--- src/rtl/sorter_defs.sv ---
// ---------------------------------------------------------------------------
// sorter_defs
//   Shared definitions for the sorter_pipe sorting network.
//   - SORT_ASC / SORT_DESC : values of the per-vector direction bit
//   - elem_off()           : element index -> bit offset in a packed vector
//   - key_mask()           : mask keeping bits [w-1:approx_bits] of an element
//                            (elements up to MAX_W bits wide)
// ---------------------------------------------------------------------------
package sorter_defs;

  localparam logic SORT_ASC  = 1'b0;
  localparam logic SORT_DESC = 1'b1;

  localparam int unsigned MAX_W = 64;

  function automatic int unsigned elem_off(input int unsigned idx, input int unsigned w);
    return idx * w;
  endfunction

  function automatic logic [MAX_W-1:0] key_mask(input int unsigned w,
                                                input int unsigned approx_bits);
    logic [MAX_W-1:0] m;
    m = '1;
    if (w < MAX_W) m = (MAX_W'(1) << w) - MAX_W'(1);
    m = m & ~((MAX_W'(1) << approx_bits) - MAX_W'(1));
    return m;
  endfunction

endpackage

--- src/rtl/sorter_cmp_swap.sv ---
// ---------------------------------------------------------------------------
// sorter_cmp_swap
//   Combinational compare-exchange cell of the odd-even transposition network.
//   Only key bits [W-1:APPROX_BITS] take part in the comparison; equal keys
//   never swap, which keeps the whole network stable.
// Ports:
//   a, b    in  W  elements at the lower / higher index of the pair
//   dir     in  1  SORT_ASC or SORT_DESC
//   lo_idx  out W  element placed at the lower index
//   hi_idx  out W  element placed at the higher index
// ---------------------------------------------------------------------------
module sorter_cmp_swap
  import sorter_defs::*;
#(
  parameter int W           = 8,
  parameter int APPROX_BITS = 0
) (
  input  logic [W-1:0] a,
  input  logic [W-1:0] b,
  input  logic         dir,
  output logic [W-1:0] lo_idx,
  output logic [W-1:0] hi_idx
);

  localparam logic [W-1:0] KEY_MASK = W'(key_mask(W, APPROX_BITS));

  logic [W-1:0] key_a;
  logic [W-1:0] key_b;
  logic         swap;

  always_comb begin
    key_a = a & KEY_MASK;
    key_b = b & KEY_MASK;
    swap  = 1'b0;
    case (dir)
      SORT_ASC:  swap = (key_a > key_b);
      SORT_DESC: swap = (key_a < key_b);
      default:   swap = 1'b0;
    endcase
    lo_idx = swap ? b : a;
    hi_idx = swap ? a : b;
  end

endmodule

--- src/rtl/sorter_pipe.sv ---
// ---------------------------------------------------------------------------
// sorter_pipe
//   Fully pipelined odd-even transposition sorter for N unsigned W-bit
//   elements. Round r compares pairs (j, j+1) with j of the same parity as r
//   and registers its result in stage r; an output register follows the last
//   stage, so a vector sampled at edge t is presented after edge t+N.
//   The direction bit and valid bit travel with each vector. enable=0 freezes
//   every register (inputs presented during a stall are dropped).
// Ports:
//   clk        in   1    rising-edge clock
//   rst        in   1    asynchronous reset, active-high
//   enable     in   1    global advance
//   in_valid   in   1    sortIn/dir carry a vector
//   dir        in   1    0 = ascending, 1 = descending
//   sortIn     in   N*W  element i at bits [i*W +: W]
//   out_valid  out  1    sortOut/median hold a new result this cycle
//   sortOut    out  N*W  sorted vector, same packing as sortIn
//   median     out  W    element floor(N/2) of the sorted vector
// ---------------------------------------------------------------------------
module sorter_pipe
  import sorter_defs::*;
#(
  parameter int N           = 9,
  parameter int W           = 8,
  parameter int APPROX_BITS = 0
) (
  input  logic           clk,
  input  logic           rst,
  input  logic           enable,
  input  logic           in_valid,
  input  logic           dir,
  input  logic [N*W-1:0] sortIn,
  output logic           out_valid,
  output logic [N*W-1:0] sortOut,
  output logic [W-1:0]   median
);

  // Pair slots per round; the odd rounds of an even N use one slot fewer.
  localparam int          NP      = N / 2;
  localparam int unsigned MED_OFF = elem_off(N / 2, W);

  logic [N*W-1:0] round_in  [N];
  logic [W-1:0]   pair_lo   [N][NP];
  logic [W-1:0]   pair_hi   [N][NP];

  logic [N*W-1:0] stage_d   [N];
  logic [N*W-1:0] stage_q   [N];
  logic           vld_d     [N];
  logic           vld_q     [N];
  logic           dir_d     [N];
  logic           dir_q     [N];

  logic           out_valid_d;
  logic           out_valid_q;
  logic [N*W-1:0] sort_out_d;
  logic [N*W-1:0] sort_out_q;
  logic [W-1:0]   median_d;
  logic [W-1:0]   median_q;

  // Round inputs: round 0 takes the input bus, round r takes stage r-1.
  always_comb begin
    round_in[0] = sortIn;
    vld_d[0]    = in_valid;
    dir_d[0]    = dir;
    for (int r = 1; r < N; r++) begin
      round_in[r] = stage_q[r-1];
      vld_d[r]    = vld_q[r-1];
      dir_d[r]    = dir_q[r-1];
    end
  end

  for (genvar r = 0; r < N; r++) begin : g_round
    for (genvar p = 0; p < NP; p++) begin : g_pair
      localparam int J = 2 * p + (r % 2);
      if (J + 1 < N) begin : g_cs
        sorter_cmp_swap #(
          .W           (W),
          .APPROX_BITS (APPROX_BITS)
        ) u_cmp_swap (
          .a      (round_in[r][elem_off(J, W) +: W]),
          .b      (round_in[r][elem_off(J + 1, W) +: W]),
          .dir    (dir_d[r]),
          .lo_idx (pair_lo[r][p]),
          .hi_idx (pair_hi[r][p])
        );
      end else begin : g_idle
        assign pair_lo[r][p] = '0;
        assign pair_hi[r][p] = '0;
      end
    end
  end

  // Elements not covered by a pair in this round pass straight through.
  always_comb begin
    for (int r = 0; r < N; r++) begin
      stage_d[r] = round_in[r];
      for (int p = 0; p < NP; p++) begin
        if (2 * p + (r % 2) + 1 < N) begin
          stage_d[r][elem_off(2 * p + (r % 2), W) +: W]     = pair_lo[r][p];
          stage_d[r][elem_off(2 * p + (r % 2) + 1, W) +: W] = pair_hi[r][p];
        end
      end
    end
  end

  // Output register reloads only from a valid last stage; bubbles leave the
  // previous result on sortOut/median.
  always_comb begin
    out_valid_d = vld_q[N-1];
    sort_out_d  = vld_q[N-1] ? stage_q[N-1] : sort_out_q;
    median_d    = sort_out_d[MED_OFF +: W];
  end

  // ---- stage 0..N-1 registers and output register ----
  always_ff @(posedge clk or posedge rst) begin
    if (rst) begin
      for (int r = 0; r < N; r++) begin
        stage_q[r] <= '0;
        vld_q[r]   <= 1'b0;
        dir_q[r]   <= SORT_ASC;
      end
      out_valid_q <= 1'b0;
      sort_out_q  <= '0;
      median_q    <= '0;
    end else if (enable) begin
      for (int r = 0; r < N; r++) begin
        stage_q[r] <= stage_d[r];
        vld_q[r]   <= vld_d[r];
        dir_q[r]   <= dir_d[r];
      end
      out_valid_q <= out_valid_d;
      sort_out_q  <= sort_out_d;
      median_q    <= median_d;
    end
  end

  assign out_valid = out_valid_q;
  assign sortOut   = sort_out_q;
  assign median    = median_q;

endmodule

--- config.mk ---
export PLATFORM = sky130hd
export DESIGN_NAME = sorter_pipe
export DESIGN_NICKNAME = d
export VERILOG_FILES = /design/src/rtl/sorter_defs.sv /design/src/rtl/sorter_cmp_swap.sv /design/src/rtl/sorter_pipe.sv
export SDC_FILE = /design/constraint.sdc
export NUM_CORES = 2
export LEC_CHECK = 0
export ABC_CLOCK_PERIOD_IN_PS = 35000
export CAP_MARGIN = 20
export CORE_ASPECT_RATIO = 0.9
export CORE_MARGIN = 4
export CORE_UTILIZATION = 35
export CTS_BUF_LIST = sky130_fd_sc_hd__clkbuf_4 sky130_fd_sc_hd__clkbuf_8 sky130_fd_sc_hd__clkbuf_16
export DETAILED_ROUTE_END_ITERATION = 8
export SLEW_MARGIN = 10
export SYNTH_ARGS = -nofsm -noshare
export SYNTH_HDL_FRONTEND = slang
export SYNTH_SLANG_ARGS = --single-unit
--- constraint.sdc ---
create_clock -name clk -period 35 [get_ports clk]
set_clock_uncertainty 0.05 [all_clocks]
set_input_delay 5.25 -clock clk [delete_from_list [all_inputs] [get_ports clk]]
set_output_delay 5.25 -clock clk [all_outputs]
set_load 0.02 [all_outputs]
Word-level counts from Yosys, hierarchy flattened --
Index checks and enable logic that the tools add are counted.
Cells by class: magnitude comparators 72, reduce and logical (&&, ||, !) cells 1, bitwise gates (word level) 9, mux-type cells 108
Operators by type and width (count):
- $mux 8 | 72
- $gt 8x8->1 | 36
- $lt 8x8->1 | 36
- $pmux 1 s2 | 36
- $not 1->1 | 9
- $reduce_and 2->1 | 1
Word-level totals: register bits 738, output and inout bits 81, word-level logic and storage cells 219, bits of input ports 77

Depth between registers and ports, before layout --
word-level depth 3, mapped depth 8, depth with buffers taken out 7

Cells and area by module --
From an unflattened synthesis, not the netlist that was laid out.
Unflattened totals: cell total of the unflattened synthesis 3368, area total of the unflattened synthesis 44911.8 um^2
Modules (own cells, without submodules):
- sorter_pipe | times used 1, area an instance 27750.4 um^2, cells each 1568, sequential area each 18467.7 um^2
- sorter_cmp_swap | times used 36, area an instance 476.7 um^2, cells each 50, sequential area each 0.0 um^2

Worst setup path before layout --
No wires, ideal clock.
path kind input port to flip-flop, start point input port sortIn[15], end point register stage_q, in the netlist round_in[504], stages on the path 8, arrival 7.050 ns, library setup time 0.079 ns, path buffers 1, data required time 34.871 ns, slack 27.821 ns, cells stage by stage inv_1 ha_1 and3_4 a221oi_4 nor3_2 a311oi_4 buf_8 mux2i_1
Between the ends: longest elaborated chain between the ends 3, elaborated cells between the ends (all ways) 4, classes of those cells order compare (2); mux (2)
RTL lines:
- from (decl) | line sorter_pipe.sv:32 | input logic [N*W-1:0] sortIn,
- $lt 8x8->1 or $gt 8x8->1 (tied branches) | line sorter_cmp_swap.sv:37, sorter_cmp_swap.sv:36
- $pmux 1 s2 * | line sorter_cmp_swap.sv:35 | case (dir)
- $mux 8 * | line sorter_cmp_swap.sv:40 | lo_idx = swap ? b : a;
- to (signal, indexed assignment) | line sorter_pipe.sv:127 | stage_q[r] <= stage_d[r];
- to (decl) | line sorter_pipe.sv:47 | logic [N*W-1:0] stage_q [N];
Every way passes the cells marked *; elsewhere a longest branch is shown, timed or not. A chain may end at the register's enable or synchronous reset.

==> results_dict.tcl <==
set metrics [dict create \
    status "completed" \
    fin_hold_ws_ps 439.2 \
    pwr-share-seq_pct 33.1 \
    crit_path_end_kind "register" \
    worst_setup_path_start_kind "primary input" \
    clk_path_buf_depth 3 \
    clockRootBuffer "clkbuf_16" \
    fin_crit_sh_pct 26.98 \
    dp_slack_ps 24950 \
    die_w_um 386.8 \
    p_sw_mw 1.861 \
    cp_top_family "buffers and inverters" \
    grt_usage_pct 16.12 \
    grt_pass1_wl_um 180300 \
    viasPerCell 5.286 \
    fin_crit_ps 9442 \
    synth_cell_types 34 \
    num_vias 33885 \
    cts_hold_buffers 0 \
    htreeDepth 3 \
    p_per_area_nw_per_um2 91.01 \
    ys_seq_elements 738 \
    crit_slowest_cell "buf_4" \
    overflow 0 \
    clk_pin_slew_ps 60 \
    gp_congestion 0.8112 \
    finalSetupViolations 0 \
    synth_warnings 0 \
    final_core_utilization_pct 39.83 \
    cp_num_buf_inv 5 \
    portBuffers 157 \
    num_antenna_cells 0 \
    p_comb_share_pct 47.9 \
    required_ps 35470 \
    rows 124 \
    placed_cell_area_um2 47840 \
    ios 158 \
    nNetsFinal 5015 \
    synthArstFlopShare_pct 100.0 \
    grt_start_max_net_pins 263 \
    wl_per_cell_um 17.45 \
    crit_top_cell "buf_4" \
    path_max_fanout 259 \
    syn-num-nets 4988 \
    synth_ff_type "dfrtp_1" \
    drt_iter0_markers 2380 \
    detail-route-antenna-nets 0 \
    max_cap_violations 0 \
    tightest_slew_ps 1162 \
    cts_tree "built" \
    hp-class "reg -> reg" \
    initial_utilization_pct 35.40 \
    slew_headroom_pct 22.55 \
    grt_pass1_vias 32643 \
    crit_arrival_ps 9910 \
    max_stage_delay_ps 900 \
    grt_setup_unrepaired "false" \
    vdd_drop_max_mv 0.04275 \
    cts.sinks 738 \
    worstPathCellList "buf_12, buf_4, buf_12, buf_4, buf_4, nor2_1, a21oi_1, mux2i_1" \
    p_clk_share_pct 19.0 \
    syn_avg_cell_area_um2 9.776 \
    setup-tns-final_ps 0 \
    first_pass_iters 5 \
    coreArea_um2 127700 \
    postCtsSetupBuffers 0 \
    finalHoldViolCount 0 \
    area_delta_synth_final_pct 12.54 \
    post-route-drc-count 0 \
    layout-drive-gt1-share_pct 8.770 \
    die_h_um 348.9 \
    setup_slack_ps 25560 \
    antenna_found_initial 0 \
    ys_seq_area_share_pct 40.86 \
    cts_buffers 80 \
    fmax_mhz 105.9 \
    syn-cell-area_um2 45200 \
    wl_um 111800 \
    synth-edff-count 0 \
    clock_latency_ps 660 \
    netlist_instances 4623 \
    p_sw_share_pct 40.20 \
    critical_path_class "in -> reg" \
    dp_hpwl_um 76230 \
    leakagePower_nw 23.25 \
    dieArea_um2 135000 \
    p_int_mw 2.768 \
    slew_viol_final 0 \
    ctsResizeCount 0 \
    final_area_um2 50860 \
]
## cells in the final DEF (no fill, tap or decap), drive strengths merged, types with 36 or more instances in the layout
cell type	instances
mux2	124
o21ai	57
o211ai	36
nor2	260
a21o	56
ha	288
clkdlybuf4s50	156
nand4	56
nor2b	388
inv	298
mux2i	576
buf	51
a211oi	36
and3	36
a21oi	1236
dfrtp	738
nand2	54
clkbuf	119
## cell type report
cell class	count	area [um2]
Inverter	295	1115
Timing Repair Buffer	207	2171
Sequential cell	738	18470
Fill cell	12476	76820
Tap cell	1701	2128
Clock buffer	119	2407
Clock inverter	22	291.5
Multi-Input combinational cell	3328	24280
## worst reg2reg max path, stage by stage, from the launching register on
cell	delay [ps]
dfrtp_1	410
inv_1	90
ha_1	370
and3_4	220
a221oi_4	350
nor3_2	100
a311oi_4	960
mux2i_1	300
## power groups by stage
| stage | logic, mW | clock network [mW] | registers, mW |
|---|---|---|---|
| 6_report | 2.22 | 0.881 | 1.53 |
| 5_1_grt | 2.46 | 0.938 | 1.57 |
| 4_1_cts | 2.19 | 0.906 | 1.53 |
| 3_5_place_dp | 2.18 | 0 | 1.54 |
| 3_3_place_gp | 2.12 | 0 | 1.54 |
| 2_1_floorplan | 1.81 | 0 | 1.39 |
## per-stage QoR
stage                     cells  power (mW)
after global routing       6410       4.969
final                      6410       4.629
after global placement     6248       3.657
after CTS                  6390       4.628
after detailed placement   6249       3.719
after floorplan            4623       3.204
## synthesized netlist by cell type, types with 17 or more instances
| library cell | instances | area (um2) |
|---|---|---|
| dfrtp_1 | 738 | 18470 |
| nor3_2 | 17 | 170.2 |
| ha_1 | 288 | 3603 |
| a221oi_4 | 19 | 499.2 |
| nand2_1 | 54 | 202.7 |
| o21ai_0 | 57 | 285.3 |
| inv_1 | 295 | 1107 |
| o211ai_1 | 36 | 270.3 |
| a21o_1 | 56 | 420.4 |
| a21oi_1 | 1236 | 6186 |
| a211oi_1 | 20 | 150.1 |
| mux2_2 | 124 | 1396 |
| and3_4 | 20 | 225.2 |
| nand3_1 | 20 | 100.1 |
| mux2i_1 | 576 | 5766 |
| clkbuf_1 | 194 | 728.2 |
| nor2b_1 | 388 | 2427 |
| nor2_1 | 258 | 968.4 |
| nand4_1 | 56 | 350.3 |
| a311oi_4 | 20 | 525.5 |
| buf_8 | 17 | 255.2 |
## metal layers
metal	vias up	routed length, um	part of all wire, %	GRT usage [%]
met5	-	0	0	0
met4	0	1988	1.8	3.283
met3	133	4410	3.9	2.360
met2	577	48210	43	24.35
met1	16566	57240	51	24.42
li1	16609	-	-	-
## state kept, by name, indices dropped and copies added, names as in the netlist
register and flops:
dir_d 8, stage_q 72, out_valid_d 1, round_in 576, median 8, out_valid 1
vld_d 8, sortOut 64
## path summary, 6_finish.rpt
path / slack [ps] / cells after the start / from / to
max: 25560 / 8 / enable / round_in[521]$_DFFE_PP0P_
min: 440 / 2 / round_in[216]$_DFFE_PP0P_ / round_in[144]$_DFFE_PP0P_
max reg2reg: 32070 / 7 / round_in[479]$_DFFE_PP0P_ / round_in[402]$_DFFE_PP0P_
min reg2reg: 440 / 2 / round_in[216]$_DFFE_PP0P_ / round_in[144]$_DFFE_PP0P_
max in group asynchronous: 26370 / 5 / rst / round_in[113]$_DFFE_PP0P_
min in group asynchronous: 5180 / 2 / rst / round_in[573]$_DFFE_PP0P_
## kinds of logic (layout without fill, tap and decap cells)
| group | after synthesis | count (layout) | synth area share (%) |
|---|---|---|---|
| AO/OA/AOI/OAI | 1461 | 1461 | 19.05 |
| AND/OR/NAND/NOR | 879 | 879 | 10.84 |
| flip-flops | 738 | 738 | 40.86 |
| multiplexers | 700 | 700 | 15.85 |
| buffers and inverters | 557 | 643 | 5.429 |
| adder cells (fa/ha/maj) | 288 | 288 | 7.973 |
No activity file was read; power rests on OpenSTA's default activity.
